### src/rtl/rect_pkg.sv
`default_nettype none
// ============================================================================
//  Module      : rect_pkg
//  Description : Shared definitions for the rectangle list renderer: default
//                field widths, table-entry layout helpers and FSM encoding.
//  Revision    : 1.0 - initial release
// ============================================================================
package rect_pkg;

    // Default field widths of one table entry
    localparam int c_def_x_w = 8;
    localparam int c_def_y_w = 7;
    localparam int c_def_c_w = 3;

    // Sequencer states
    typedef enum logic [2:0] {
        ST_IDLE = 3'd0,
        ST_LOAD = 3'd1,
        ST_SCAN = 3'd2,
        ST_NEXT = 3'd3,
        ST_DONE = 3'd4
    } state_t;

    // One entry is packed as {colour, h, w, y, x} with x in the LSBs
    function automatic int entry_width(input int x_w, input int y_w, input int c_w);
        return 2 * x_w + 2 * y_w + c_w;
    endfunction

    function automatic int off_y(input int x_w);
        return x_w;
    endfunction

    function automatic int off_w(input int x_w, input int y_w);
        return x_w + y_w;
    endfunction

    function automatic int off_h(input int x_w, input int y_w);
        return 2 * x_w + y_w;
    endfunction

    function automatic int off_c(input int x_w, input int y_w);
        return 2 * x_w + 2 * y_w;
    endfunction

endpackage
`default_nettype wire

### src/rtl/rect_scan.sv
`default_nettype none
// ============================================================================
//  Module      : rect_scan
//  Description : Raster counters for one rectangle. Walks xc/yc row-major,
//                flags the last pixel, forms the screen coordinate and (with
//                RECT_CLIP_EN defined) flags pixels that fall off screen.
//  Build macro : RECT_CLIP_EN - enable off-screen pixel suppression
//  Revision    : 1.0 - initial release
// ============================================================================
module rect_scan
    import rect_pkg::*;
#(
    parameter int X_W      = c_def_x_w,
    parameter int Y_W      = c_def_y_w,
    parameter int SCREEN_W = 160,
    parameter int SCREEN_H = 120
) (
    input  logic           clock,
    input  logic           reset_n,
    input  logic           load,
    input  logic           adv,
    input  logic [X_W-1:0] x,
    input  logic [Y_W-1:0] y,
    input  logic [X_W-1:0] w,
    input  logic [Y_W-1:0] h,
    output logic [X_W-1:0] xc,
    output logic [Y_W-1:0] yc,
    output logic           last,
    output logic [X_W-1:0] pix_x,
    output logic [Y_W-1:0] pix_y,
    output logic           clipped
);

    logic [X_W-1:0] r_xc;
    logic [Y_W-1:0] r_yc;
    logic           w_row_end;
    logic           w_col_end;

    assign w_row_end = (r_xc == w - X_W'(1));
    assign w_col_end = (r_yc == h - Y_W'(1));
    assign last      = w_row_end && w_col_end;
    assign xc        = r_xc;
    assign yc        = r_yc;

    // Row-major raster counters, cleared when a new entry is loaded
    always_ff @(posedge clock) begin
        if (!reset_n) begin
            r_xc <= '0;
            r_yc <= '0;
        end else if (load) begin
            r_xc <= '0;
            r_yc <= '0;
        end else if (adv) begin
            if (w_row_end) begin
                r_xc <= '0;
                r_yc <= r_yc + Y_W'(1);
            end else begin
                r_xc <= r_xc + X_W'(1);
            end
        end
    end

`ifdef RECT_CLIP_EN
    // One extra bit so a sum past the field range is still seen as off screen
    localparam logic [X_W:0] c_screen_w = SCREEN_W[X_W:0];
    localparam logic [Y_W:0] c_screen_h = SCREEN_H[Y_W:0];

    logic [X_W:0] w_sum_x;
    logic [Y_W:0] w_sum_y;

    assign w_sum_x = {1'b0, x} + {1'b0, r_xc};
    assign w_sum_y = {1'b0, y} + {1'b0, r_yc};
    assign pix_x   = w_sum_x[X_W-1:0];
    assign pix_y   = w_sum_y[Y_W-1:0];
    assign clipped = (w_sum_x >= c_screen_w) || (w_sum_y >= c_screen_h);
`else
    // Coordinates simply wrap at the field width; nothing is suppressed
    logic w_unused_screen;

    assign pix_x           = x + r_xc;
    assign pix_y           = y + r_yc;
    assign clipped         = 1'b0;
    assign w_unused_screen = ^{SCREEN_W[0], SCREEN_H[0]};
`endif

endmodule
`default_nettype wire

### src/rtl/rect_list_renderer.sv
`default_nettype none
// ============================================================================
//  Module      : rect_list_renderer
//  Description : Walks a table of NUM_RECTS rectangles and streams their
//                pixels, one per accepted cycle, over a valid/ready port.
//                A run begins on start and ends with a one-cycle done pulse.
//  Build macro : RECT_CLIP_EN - suppress pixels outside SCREEN_W x SCREEN_H
//  Revision    : 1.0 - initial release
// ============================================================================
module rect_list_renderer
    import rect_pkg::*;
#(
    parameter int X_W       = c_def_x_w,
    parameter int Y_W       = c_def_y_w,
    parameter int C_W       = c_def_c_w,
    parameter int NUM_RECTS = 6,
    parameter int SCREEN_W  = 160,
    parameter int SCREEN_H  = 120,
    localparam int IDX_W    = (NUM_RECTS > 1) ? $clog2(NUM_RECTS) : 1,
    localparam int ENTRY_W  = entry_width(X_W, Y_W, C_W)
) (
    input  logic                         clock,
    input  logic                         reset_n,
    input  logic                         start,
    input  logic                         abort,
    input  logic [NUM_RECTS-1:0]         rect_en,
    input  logic [NUM_RECTS*ENTRY_W-1:0] rect_cfg,
    input  logic                         pix_ready,
    output logic                         pix_valid,
    output logic [X_W-1:0]               pix_x,
    output logic [Y_W-1:0]               pix_y,
    output logic [C_W-1:0]               pix_colour,
    output logic [IDX_W-1:0]             cur_idx,
    output logic                         busy,
    output logic                         done
);

    localparam int               c_off_y    = off_y(X_W);
    localparam int               c_off_w    = off_w(X_W, Y_W);
    localparam int               c_off_h    = off_h(X_W, Y_W);
    localparam int               c_off_c    = off_c(X_W, Y_W);
    localparam logic [IDX_W-1:0] c_last_idx = IDX_W'(NUM_RECTS - 1);

    state_t               r_state;
    state_t               w_state_nxt;
    logic [IDX_W-1:0]     r_idx;
    logic [NUM_RECTS-1:0] r_en_q;
    logic [X_W-1:0]       r_x;
    logic [Y_W-1:0]       r_y;
    logic [X_W-1:0]       r_w;
    logic [Y_W-1:0]       r_h;
    logic [C_W-1:0]       r_colour;

    logic                 w_en_latch;
    logic                 w_idx_clr;
    logic                 w_idx_inc;
    logic                 w_cfg_latch;
    logic                 w_scan_load;
    logic                 w_scan_adv;

    logic [ENTRY_W-1:0]   w_entries [NUM_RECTS];
    logic [ENTRY_W-1:0]   w_entry;
    logic [X_W-1:0]       w_cfg_x;
    logic [Y_W-1:0]       w_cfg_y;
    logic [X_W-1:0]       w_cfg_w;
    logic [Y_W-1:0]       w_cfg_h;
    logic [C_W-1:0]       w_cfg_c;

    logic [X_W-1:0]       w_xc;
    logic [Y_W-1:0]       w_yc;
    logic                 w_scan_last;
    logic [X_W-1:0]       w_scan_x;
    logic [Y_W-1:0]       w_scan_y;
    logic                 w_scan_clipped;
    logic                 w_in_scan;
    logic                 w_unused_scan;

    // Unpack the flat configuration bus into one word per entry
    for (genvar gi = 0; gi < NUM_RECTS; gi++) begin : g_entry
        assign w_entries[gi] = rect_cfg[gi*ENTRY_W +: ENTRY_W];
    end

    assign w_entry = w_entries[r_idx];
    assign w_cfg_x = w_entry[0       +: X_W];
    assign w_cfg_y = w_entry[c_off_y +: Y_W];
    assign w_cfg_w = w_entry[c_off_w +: X_W];
    assign w_cfg_h = w_entry[c_off_h +: Y_W];
    assign w_cfg_c = w_entry[c_off_c +: C_W];

    rect_scan #(
        .X_W      (X_W),
        .Y_W      (Y_W),
        .SCREEN_W (SCREEN_W),
        .SCREEN_H (SCREEN_H)
    ) u_scan (
        .clock   (clock),
        .reset_n (reset_n),
        .load    (w_scan_load),
        .adv     (w_scan_adv),
        .x       (r_x),
        .y       (r_y),
        .w       (r_w),
        .h       (r_h),
        .xc      (w_xc),
        .yc      (w_yc),
        .last    (w_scan_last),
        .pix_x   (w_scan_x),
        .pix_y   (w_scan_y),
        .clipped (w_scan_clipped)
    );

    // Raw counter values are available for debug but not needed here
    assign w_unused_scan = ^{w_xc, w_yc};

    // State register
    always_ff @(posedge clock) begin
        if (!reset_n) begin
            r_state <= ST_IDLE;
        end else begin
            r_state <= w_state_nxt;
        end
    end

    // Next-state and datapath strobes; abort overrides every transition
    always_comb begin
        w_state_nxt = r_state;
        w_en_latch  = 1'b0;
        w_idx_clr   = 1'b0;
        w_idx_inc   = 1'b0;
        w_cfg_latch = 1'b0;
        w_scan_load = 1'b0;
        w_scan_adv  = 1'b0;
        case (r_state)
            ST_IDLE: begin
                if (start) begin
                    w_en_latch  = 1'b1;
                    w_idx_clr   = 1'b1;
                    w_state_nxt = ST_LOAD;
                end
            end
            ST_LOAD: begin
                w_cfg_latch = 1'b1;
                w_scan_load = 1'b1;
                if (!r_en_q[r_idx] || (w_cfg_w == '0) || (w_cfg_h == '0)) begin
                    w_state_nxt = ST_NEXT;
                end else begin
                    w_state_nxt = ST_SCAN;
                end
            end
            ST_SCAN: begin
                // Suppressed pixels move on without waiting for the sink
                w_scan_adv = w_scan_clipped || pix_ready;
                if (w_scan_adv && w_scan_last) begin
                    w_state_nxt = ST_NEXT;
                end
            end
            ST_NEXT: begin
                if (r_idx == c_last_idx) begin
                    w_state_nxt = ST_DONE;
                end else begin
                    w_idx_inc   = 1'b1;
                    w_state_nxt = ST_LOAD;
                end
            end
            ST_DONE: begin
                w_state_nxt = ST_IDLE;
            end
            default: begin
                w_state_nxt = ST_IDLE;
            end
        endcase
        if (abort && (r_state != ST_IDLE)) begin
            w_state_nxt = ST_IDLE;
            w_en_latch  = 1'b0;
            w_idx_clr   = 1'b0;
            w_idx_inc   = 1'b0;
            w_cfg_latch = 1'b0;
            w_scan_load = 1'b0;
            w_scan_adv  = 1'b0;
        end
    end

    // Entry index, enable snapshot and working copy of the current entry
    always_ff @(posedge clock) begin
        if (!reset_n) begin
            r_idx    <= '0;
            r_en_q   <= '0;
            r_x      <= '0;
            r_y      <= '0;
            r_w      <= '0;
            r_h      <= '0;
            r_colour <= '0;
        end else begin
            if (w_en_latch) begin
                r_en_q <= rect_en;
            end
            if (w_idx_clr) begin
                r_idx <= '0;
            end else if (w_idx_inc) begin
                r_idx <= r_idx + IDX_W'(1);
            end
            if (w_cfg_latch) begin
                r_x      <= w_cfg_x;
                r_y      <= w_cfg_y;
                r_w      <= w_cfg_w;
                r_h      <= w_cfg_h;
                r_colour <= w_cfg_c;
            end
        end
    end

    // Pixel outputs are forced to zero outside SCAN so idle/reset reads 0
    assign w_in_scan  = (r_state == ST_SCAN);
    assign pix_valid  = w_in_scan && !w_scan_clipped;
    assign pix_x      = w_in_scan ? w_scan_x : '0;
    assign pix_y      = w_in_scan ? w_scan_y : '0;
    assign pix_colour = w_in_scan ? r_colour : '0;
    assign cur_idx    = r_idx;
    assign busy       = (r_state == ST_LOAD) || (r_state == ST_SCAN) || (r_state == ST_NEXT);
    assign done       = (r_state == ST_DONE);

endmodule
`default_nettype wire

### config.mk
export PLATFORM = sky130hd
export DESIGN_NAME = rect_list_renderer
export DESIGN_NICKNAME = d
export VERILOG_FILES = /design/src/rtl/rect_pkg.sv /design/src/rtl/rect_scan.sv /design/src/rtl/rect_list_renderer.sv
export SDC_FILE = /design/constraint.sdc
export NUM_CORES = 1
export LEC_CHECK = 0
export CAP_MARGIN = 20
export CORE_ASPECT_RATIO = 0.75
export CORE_UTILIZATION = 43
export DETAILED_ROUTE_END_ITERATION = 8
export HOLD_SLACK_MARGIN = 0.12
export PLACE_DENSITY_LB_ADDON = 0.2
export SKIP_LAST_GASP = 1
export SYNTH_ARGS = -nofsm -noshare
export SYNTH_HDL_FRONTEND = slang
export SYNTH_SLANG_ARGS = --single-unit
### constraint.sdc
create_clock -name clock -period 3.05 [get_ports clock]
set_input_delay 0.305 -clock clock [delete_from_list [all_inputs] [get_ports clock]]
set_output_delay 0.305 -clock clock [all_outputs]
set_load 0.005 [all_outputs]
==> flow_metrics.py <==
metrics = {
    "setup_path": {
        "crit_top_cell": "a21oi_2",
        "crit_slowest_cell": "clkdlybuf4s50_1",
        "cpPeakStageDelay_ns": 0.54,
        "worst-path-max-fanout": 6,
        "crit_type": "reg2out",
        "rrSetupSlack_ns": 0.42,
        "critPathLaunchType": "flop",
        "endpoint_kind": "output port",
        "critPathRequiredTime_ns": 2.74,
        "cp.buffers_inverters": 1,
        "worstPathArrival_ns": 2.62,
        "worstPathCellList": "ha_1 > fa_1 > a21o_1 > a21oi_2 > o21bai_1 > a21oi_2 > xor2_1 > nor2_1 > clkdlybuf4s50_1",
        "cp_top_family": "adder cells",
    },
    "yosys": {
        "synth_commonest_cells": "dfxtp_1 (60), mux2i_1 (44), inv_1 (34), nor2_1 (34), o211a_1 (33)",
        "syn_avg_cell_area_um2": 9.12,
        "synth.distinct_cells": 60,
        "yosysTopAreaCellShare_pct": 23.6,
        "synth_nets": 787,
        "yosysTopAreaCell": "dfxtp_1",
        "synth_area_um2": 5080,
        "synth_edf_count": 0,
        "synth-seq-cells": 60,
        "synthFlopType": "dfxtp_1",
        "yosysSeqAreaShare_pct": 23.6,
        "syn_inst": 557,
        "yosys_warnings": 0,
        "synthMostInstantiatedCell": "dfxtp_1",
        "async_flop_share_pct": 0,
        "yosys-top-cells-area": "dfxtp_1 (24%), mux2i_1 (8.7%), mux4_2 (8.4%)",
    },
    "clock_network": {
        "clock_latency_ns": 0.33,
        "cts_tree": "built",
        "clk_path_buf_depth": 2,
        "path_clk_slew_ns": 0.05,
        "hold_buffers": 0,
        "cts_buffers": 9,
        "cts_sinks": 60,
        "post_cts_buffers": 0,
        "htreeDepth": 3,
        "clock-root-buffer": "clkbuf_16",
    },
    "placement": {
        "finalWeightedCongestion": 0.880,
        "hpwl_mm": 14.0,
        "pre_cts_ws_ns": 0.140,
        "dp.cells": 917,
        "portBuffers": 232,
    },
    "pwr": {
        "p_leak_nw": 3.28,
        "p_total_mw": 2.46,
        "powerDensity_nw_per_um2": 314,
        "ir_drop_v": 0.000327,
    },
    "global_route": {
        "grt_overflow": 0,
        "grt_max_degree": 35,
        "grt_pass1_wl_mm": 27.1,
        "grtUsageTotal_pct": 28.7,
        "grt_pass1_vias": 5438,
        "antenna_found_initial": 0,
    },
    "timing": {
        "worst_pin_slew_ns": 0.888,
        "setup_ws_ns": 0.124,
        "fin_crit_sh_pct": 95.9,
        "relSlewSlack_pct": 40.6,
        "final-setup-viol-count": 0,
        "fmax_mhz": 342,
        "fin_skew_ns": 0.00798,
        "slew_viol_final": 0,
        "rsz0062_at_grt": "true",
        "finalHoldViolCount": 0,
        "period_minus_slack_ns": 2.93,
    },
    "die": {
        "initial_utilization_pct": 45.2,
        "core_um2": 11200,
        "num_io_pins": 233,
        "die-height_um": 96.1,
        "dieArea_um2": 12300,
        "die_w_um": 128,
        "rows": 33,
    },
    "route": {
        "drtPass1Iterations": 5,
        "wirelength_mm": 17.5,
        "vias_per_cell": 5.69,
        "routedWlPerCell_um": 18.8,
        "drt_iter0_drc": 353,
        "vias": 5302,
        "drcViolationCount": 0,
        "postRouteAntennaNets": 0,
    },
    "cells_and_area": {
        "seq_area_um2": 1210,
        "final_cells": 932,
        "n_fill_cell": 870,
        "drive_above_1_share_pct": 11.9,
        "num_antenna_cells": 0,
        "nNetsFinal": 1001,
        "area_delta_synth_final_pct": 54.2,
        "multi_input_area_um2": 3600,
    },
    "job": {
        "cap_violations": 0,
    },
    "worst_hold_path": {
        "hold_path_class": "reg2reg",
    },
    "status": {
        "run_status": "completed",
    },
}
[layout by cell type, fill, tap and decap left out, types with 3 or more instances in the layout]
master | netlist | layout
nand2_1 | 32 | 32
clkdlybuf4s50_1 | 0 | 232
clkbuf_16 | 0 | 9
nand4_1 | 3 | 3
nand2b_1 | 6 | 6
a21oi_1 | 30 | 26
mux2i_1 | 44 | 44
o211a_1 | 33 | 33
a222oi_1 | 6 | 6
nor3_1 | 8 | 8
o21bai_1 | 4 | 3
nor4_1 | 3 | 3
inv_1 | 34 | 34
mux4_2 | 19 | 19
a21oi_2 | 0 | 4
dfxtp_2 | 0 | 4
or3_1 | 4 | 4
nor2b_1 | 9 | 9
ha_1 | 19 | 18
a21o_1 | 4 | 4
o21ai_0 | 6 | 5
dfxtp_1 | 60 | 55
or4_1 | 5 | 5
o22ai_1 | 9 | 9
buf_4 | 0 | 12
nor3b_1 | 4 | 4
xor2_1 | 19 | 19
xnor2_1 | 20 | 20
nand3_1 | 3 | 3
nand3b_1 | 3 | 3
nor2_1 | 34 | 34
and2_1 | 12 | 11
o221ai_1 | 20 | 20
mux2_2 | 27 | 27
clkbuf_1 | 24 | 3
and3_1 | 4 | 4
o31ai_1 | 4 | 4
[final timing paths]
check | start | endpoint | cells after the start
worst max-delay path | u_scan.xc[0] | pix_x[6] | 9
worst min-delay path | r_colour[0] | r_colour[0] | 1
worst max register to register | r_w[0] | u_scan.yc[5] | 8
worst min register to register | r_colour[0] | r_colour[0] | 1
[kinds of logic (layout without fill, tap and decap cells)]
logic type / Yosys count / after routing / synth area share [%]
compound gates: 132 / 132 / 20.3
buf+inv: 76 / 294 / 6.11
flops: 60 / 60 / 23.6
mux: 90 / 90 / 23.1
simple gates: 139 / 139 / 14.7
xor+xnor: 39 / 39 / 6.72
fa+ha+maj: 21 / 21 / 5.47
[layout make-up]
cell class / count / share of cell area [%]
Multi-Input combinational cell: 421 / 45.9
Timing Repair Buffer: 244 / 30.8
Sequential cell: 60 / 15.4
Clock buffer: 13 / 3.19
Tap cell: 157 / 2.51
Inverter: 35 / 1.68
Clock inverter: 2 / 0.447
[state kept, by name (all words and copies together) (netlist names), 6 cells and up]
register and flops:
r_y 7, r_en_q 6, r_w 8, u_scan.xc 8, u_scan.yc 7, r_h 7
r_x 8
[metrics by stage]
step	cell area, µm²	hold WS (ns)	util [%]	TNS (ns)
floorplan	5080	0.464	-	0
global placement	7520	0.474	66.9	0
detailed placement	7520	0.482	66.9	0
CTS	7820	0.495	69.6	0
global route	7830	0.501	69.7	-0.0265
finish	7830	0.492	69.7	0
[where the power goes]
part,internal [mW],switching [mW],leakage [nW]
Combinational,0.400,0.221,2.65
Clock,0.648,0.330,0.140
Sequential,0.822,0.0410,0.489
Total,1.87,0.591,3.28
[metal layers]
metal | up-vias | GRT usage [%] | routed length (µm)
li1 | 2508 | - | -
met1 | 2521 | 31.9 | 7120
met2 | 228 | 53.9 | 8620
met3 | 45 | 5.34 | 1150
met4 | 0 | 13.1 | 599
met5 | - | 0 | 0
[what timing repair did]
item                       in CTS  in global routing
hold endpoints to repair        0                  0
setup endpoints to repair       2                  3
gates resized for setup         5                  7
pin swaps                       0                  3
Power figures use the tool's default switching activity.
